**config.mk**
```make
export PLATFORM = sky130hd
export DESIGN_NAME = core_frontend_resp
export DESIGN_NICKNAME = d
export VERILOG_FILES = /design/src/rtl/core_frontend_resp_pkg.sv /design/src/rtl/core_issue_pair_check.sv /design/src/rtl/core_frontend_resp.sv
export SDC_FILE = /design/constraint.sdc
export NUM_CORES = 1
export LEC_CHECK = 0
export CAP_MARGIN = 10
export CORE_AREA = 2 2 119 121
export CTS_CLUSTER_DIAMETER = 150
export DETAILED_ROUTE_END_ITERATION = 8
export DIE_AREA = 0 0 121 123
export PLACE_DENSITY = 0.76
export SETUP_SLACK_MARGIN = 0.02
export SLEW_MARGIN = 20
export SYNTH_ARGS = -nofsm -noshare
export SYNTH_HDL_FRONTEND = slang
export SYNTH_SLANG_ARGS = --single-unit
```
**constraint.sdc**
```tcl
create_clock -name clk -period 1.7 [get_ports clk]
set_input_delay 0.425 -clock clk [delete_from_list [all_inputs] [get_ports clk]]
set_output_delay 0.425 -clock clk [all_outputs]
set_load 0.005 [all_outputs]
```
**src/rtl/core_frontend_resp_pkg.sv**
```systemverilog
// ============================================================================
// Module : core_frontend_resp_pkg
// Brief  : Frontend request/response types, instruction register info and
//          cacop encodings shared by the frontend response slice.
// Rev    : 1.0  initial release
// ============================================================================
`default_nettype none

package core_frontend_resp_pkg;

    localparam logic [31:0] C_RESET_PC = 32'h1C00_0000;

    localparam logic [1:0] C_CACOP_IDX_INIT = 2'd0;
    localparam logic [1:0] C_CACOP_IDX_INV  = 2'd1;
    localparam logic [1:0] C_CACOP_HIT_INV  = 2'd2;
    localparam logic [1:0] C_CACOP_NOP      = 2'd3;

    typedef struct packed {
        logic [4:0]      w_reg;
        logic [1:0][4:0] r_reg;
    } reg_info_t;

    typedef struct packed {
        logic [31:0] pc;
        reg_info_t   reg_info;
    } inst_t;

    typedef struct packed {
        logic [1:0]  inst_valid;
        inst_t [1:0] inst;
        logic        icache_ready;
    } frontend_req_t;

    typedef struct packed {
        logic [1:0]  issue;
        logic        rst_jmp;
        logic [31:0] rst_jmp_target;
        logic        icache_op_valid;
        logic [1:0]  icache_op;
        logic [31:0] icacheop_addr;
        logic        wait_inst;
        logic        int_detect;
        logic        bpu_flush;
        logic [31:0] excp_pc;
    } frontend_resp_t;

    // r0 is hardwired zero, so a write to it never creates a dependency.
    function automatic logic raw_hazard(input reg_info_t older, input reg_info_t younger);
        return (older.w_reg != 5'd0) &&
               ((younger.r_reg[0] == older.w_reg) || (younger.r_reg[1] == older.w_reg));
    endfunction

endpackage

`default_nettype wire

```
**src/rtl/core_issue_pair_check.sv**
```systemverilog
// ============================================================================
// Module : core_issue_pair_check
// Brief  : Decides whether the second fetched instruction may pair with the
//          first one in the same issue cycle.
// Rev    : 1.0  initial release
// ============================================================================
`default_nettype none

module core_issue_pair_check
    import core_frontend_resp_pkg::*;
(
    input  logic       slot0_issue,
    input  logic       inst1_valid,
    input  logic [1:0] be_ready,
    input  reg_info_t  older,
    input  reg_info_t  younger,
    output logic       pair_ok
);

    assign pair_ok = slot0_issue & inst1_valid & (be_ready == 2'd2) & ~raw_hazard(older, younger);

endmodule

`default_nettype wire

```
**src/rtl/core_frontend_resp.sv**
```systemverilog
// ============================================================================
// Module : core_frontend_resp
// Brief  : Frontend response generation: issue slots, redirect jump, cacop
//          handshake and idle/interrupt wait. Dual issue via CORE_DUAL_ISSUE_EN.
// Rev    : 1.0  initial release
// ============================================================================
`default_nettype none

module core_frontend_resp
    import core_frontend_resp_pkg::*;
(
    input  logic           clk,
    input  logic           rst,
    input  frontend_req_t  frontend_req_i,
    output frontend_resp_t frontend_resp_o,
    input  logic [1:0]     be_ready_i,
    input  logic           br_redir_valid_i,
    input  logic [31:0]    br_redir_target_i,
    input  logic           ex_redir_valid_i,
    input  logic [31:0]    ex_redir_target_i,
    input  logic           cop_valid_i,
    input  logic [1:0]     cop_i,
    input  logic [31:0]    cop_paddr_i,
    output logic           cop_ready_o,
    input  logic           idle_i,
    input  logic           int_i
);

    typedef enum logic [1:0] {
        S_IDLE = 2'd0,
        S_SEND = 2'd1,
        S_WAIT = 2'd2
    } cacop_state_e;

    cacop_state_e r_state;
    logic         r_rst_jmp;
    logic [31:0]  r_rst_jmp_target;
    logic         r_icache_op_valid;
    logic [1:0]   r_icache_op;
    logic [31:0]  r_icacheop_addr;
    logic         r_wait_inst;
    logic         r_int_detect;

    logic         w_slot0;
    logic         w_slot1;
    logic         w_unused_req;

    always_ff @(posedge clk) begin
        if (rst) begin
            r_state           <= S_IDLE;
            r_rst_jmp         <= 1'b0;
            r_rst_jmp_target  <= C_RESET_PC;
            r_icache_op_valid <= 1'b0;
            r_icache_op       <= 2'd0;
            r_icacheop_addr   <= 32'd0;
            r_wait_inst       <= 1'b0;
            r_int_detect      <= 1'b0;
        end else begin
            r_rst_jmp <= br_redir_valid_i | ex_redir_valid_i;
            if (ex_redir_valid_i)
                r_rst_jmp_target <= ex_redir_target_i;
            else if (br_redir_valid_i)
                r_rst_jmp_target <= br_redir_target_i;

            // Redirects never disturb an in-flight cacop.
            case (r_state)
                S_IDLE: begin
                    if (cop_valid_i) begin
                        r_state           <= S_SEND;
                        r_icache_op_valid <= 1'b1;
                        r_icache_op       <= cop_i;
                        r_icacheop_addr   <= cop_paddr_i;
                    end
                end
                S_SEND: begin
                    r_state           <= S_WAIT;
                    r_icache_op_valid <= 1'b0;
                end
                S_WAIT: begin
                    if (frontend_req_i.icache_ready)
                        r_state <= S_IDLE;
                end
                default: begin
                    r_state           <= S_IDLE;
                    r_icache_op_valid <= 1'b0;
                end
            endcase

            if (int_i)
                r_wait_inst <= 1'b0;
            else if (idle_i)
                r_wait_inst <= 1'b1;
            r_int_detect <= int_i;
        end
    end

    assign w_slot0 = ~rst & frontend_req_i.inst_valid[0] & (be_ready_i != 2'd0) & ~r_rst_jmp;

`ifdef CORE_DUAL_ISSUE_EN
    core_issue_pair_check u_pair_check (
        .slot0_issue (w_slot0),
        .inst1_valid (frontend_req_i.inst_valid[1]),
        .be_ready    (be_ready_i),
        .older       (frontend_req_i.inst[0].reg_info),
        .younger     (frontend_req_i.inst[1].reg_info),
        .pair_ok     (w_slot1)
    );
    assign w_unused_req = ^{frontend_req_i.inst[0].pc, frontend_req_i.inst[1].pc};
`else
    assign w_slot1      = 1'b0;
    assign w_unused_req = ^{frontend_req_i.inst, frontend_req_i.inst_valid[1]};
`endif

    // Completion is acknowledged in the same cycle the icache reports ready.
    assign cop_ready_o = ~rst & (r_state == S_WAIT) & frontend_req_i.icache_ready;

    always_comb begin
        frontend_resp_o                 = '0;
        frontend_resp_o.issue           = {w_slot1, w_slot0};
        frontend_resp_o.rst_jmp         = r_rst_jmp;
        frontend_resp_o.rst_jmp_target  = r_rst_jmp_target;
        frontend_resp_o.icache_op_valid = r_icache_op_valid;
        frontend_resp_o.icache_op       = r_icache_op;
        frontend_resp_o.icacheop_addr   = r_icacheop_addr;
        frontend_resp_o.wait_inst       = r_wait_inst;
        frontend_resp_o.int_detect      = r_int_detect;
    end

endmodule

`default_nettype wire
```
==> flow_summary.toml, run 1 <==
[final_layout]
fillers = 1307
regArea_um2 = 1440
drive_gt1_share_pct = 8.80
stdcell_count = 703
fin_nets = 724
diodes = 0
area_growth_pct = 54.0
mostFrequentLayoutCells = "166 x clkdlybuf4s50_1, 70 x dfxtp_1, 69 x nand2b_1"
multi_input_area_um2 = 1850
layout_commonest_cell = "clkdlybuf4s50_1"

[sta]
period_share_pct = 96.4
setup_tns_ns = 0
tightestPinTransition_ns = 0.658
finalWorstSetupSlack_ns = 0.0610
fin_crit_ns = 1.64
final_max_slew_viol_count = 0
fmax_mhz = 610
rsz0062_at_grt = "yes"
fin_skew_ns = 0.00457
whs_ns = 0.398
hold_viol = 0
setup_viol = 0
relSlewSlack_pct = 56.1

[die]
initial_utilization_pct = 27.0
rows = 43
dieArea_um2 = 14900
coreArea_um2 = 13600
die_w_um = 121
die_y_um = 123
ioPinCount = 310

[cts]
clock_latency_ns = 0.33
cts_root_buffer = "clkbuf_16"
tritoncts = "yes"
clock_sinks = 72
cts_buffers = 9
htreeDepth = 3
clk_path_buf_depth = 2
clkTransAtPathRegs_ns = 0.06
hold_buffers = 0

[synth]
avgSynthCellArea_um2 = 10.4
syn-cell-area_um2 = 3680
seq_area_frac_synth_pct = 39.2
ys_warn_count = 0
netlist_instances = 354
synth_top_cell_by_area = "dfxtp_1"
synth.distinct_cells = 24
yosysTopAreaCellShare_pct = 39.2
synth_area_leaders = "dfxtp_1 39%, mux2i_1 18%, nand2b_1 12%"
synth_seq_cells = 72

[pwr]
ir_drop_mv = 0.359
p_per_area_nw_per_um2 = 792
p_leak_nw = 2.32

[setup_path]
crit_slowest_cell = "clkdlybuf4s50_1"
ff2ff_setup_slack_ns = 0.48
worst-path-buf-inv = 1
cp-start-kind = "flop"
critPathKind = "reg2out"
worstPathRequired_ns = 1.27
end_kind = "primary output"
cpPeakStageDelay_ns = 0.55
crit_chain = "clkdlybuf4s50_1"
crit_arrival_ns = 1.21
crit_fanout = 2
critPathTopFamily = "buffers and inverters"

[placed_design]
place_inst = 689
gp_congestion = 0.711
dp_hpwl_mm = 7.09
io_buffers = 180
pre_cts_slack_ns = -0.452

[global_route]
grtUsageTotal_pct = 12.2
grt.overflow.total = 0
grt_pass1_vias = 2913
antenna_found_initial = 0
grt_max_degree = 73
grt_pass1_wl_mm = 14.3

[routing]
vias = 2938
drc = 0
dr.pass1.iters = 4
viasPerCell = 4.18
first_iter_violations = 43
wire_per_inst_um = 13.3
wl_mm = 9.38
ant_nets = 0

[min_path]
min-delay-path-class = "in2reg"

[job]
drv_cap = 0

[outcome]
outcome = "complete, no violations"
-- metal layers --
layer / wire, um / vias to the layer above / track usage (%)
met3: 1050 / 13 / 5.35
met4: 178 / 0 / 5.52
li1: - / 1437 / -
met1: 3810 / 1339 / 13.5
met5: 0 / - / 0
met2: 4340 / 149 / 20.3
-- final cells by class --
type / instances / area share (%)
Sequential cell: 72 / 25.5
Timing Repair Buffer: 187 / 33.3
Tap cell: 180 / 3.98
Clock buffer: 13 / 4.42
Clock inverter: 1 / 0.0884
Multi-Input combinational cell: 249 / 32.7
Inverter: 1 / 0.0663
-- where the power goes --
group          internal, mW  switching (mW)
Clock                  1.01           0.662
Sequential             1.82          0.0673
Combinational         0.603           0.329
-- synthesized netlist by cell type (all sizes together) --
| library cell | instances |
|---|---|
| a211oi | 29 |
| conb | 1 |
| nor3b | 4 |
| and3 | 1 |
| dfxtp | 72 |
| or3b | 1 |
| nor2b | 31 |
| and2 | 1 |
| buf | 56 |
| mux2i | 66 |
| o21a | 1 |
| nor3 | 1 |
| nand2b | 69 |
| clkbuf | 9 |
| inv | 1 |
| nor2 | 6 |
| a21oi | 4 |
| nor4b | 1 |
-- metrics by stage --
stage | power, mW | area, um^2 | util, %
after floorplan | 2.39 | 3800 | -
final | 4.49 | 5660 | 41.6
after global routing | 4.74 | 5660 | 41.6
after global placement | 2.84 | 5380 | 39.5
after detailed placement | 2.86 | 5380 | 39.5
after CTS | 4.58 | 5640 | 41.4
-- registers in the layout (all words and copies together), names as in the netlist --
signal	flops
r_wait_inst	1
r_icacheop_addr	32
r_icache_op	2
r_icache_op_valid	1
r_rst_jmp	1
r_rst_jmp_target	32
r_state	2
r_int_detect	1
-- kinds of logic after synthesis --
group,Yosys count,share of synthesized area [%]
buf+inv,66,14.4
flops,72,39.2
simple gates,115,19.5
compound gates,34,8.85
other cells,1,0.102
mux,66,18.0
-- what timing repair did --
action                                  in CTS  in global routing
pin swaps                                    2                  0
buffers inserted                             0                  0
endpoints found under the setup margin       3                  8
gates resized for setup                     12                 10
-- path summary, 6_finish.rpt --
kind / end / from / cells past startpoint
hold / removal: r_state[1]$_SDFFE_PP0P_ / rst / 2
hold reg to reg: r_icacheop_addr[13]$_SDFFE_PP0P_ / r_icacheop_addr[13]$_SDFFE_PP0P_ / 2
setup reg to reg: r_icacheop_addr[17]$_SDFFE_PP0P_ / r_state[1]$_SDFFE_PP0P_ / 3
setup / recovery: frontend_resp_o[84] / r_rst_jmp_target[14]$_SDFFE_PP0P_ / 1
No activity file was read; power rests on OpenSTA's default activity.
==> inputs of run 2 (changes only) <==
--- a/config.mk
+++ b/config.mk
@@ -12,7 +12,6 @@
 export DIE_AREA = 0 0 121 123
 export PLACE_DENSITY = 0.76
 export SETUP_SLACK_MARGIN = 0.02
-export SLEW_MARGIN = 20
 export SYNTH_ARGS = -nofsm -noshare
 export SYNTH_HDL_FRONTEND = slang
 export SYNTH_SLANG_ARGS = --single-unit
==> results of run 2 <==
Final layout, timing and power as in run 1 (identical DEF).
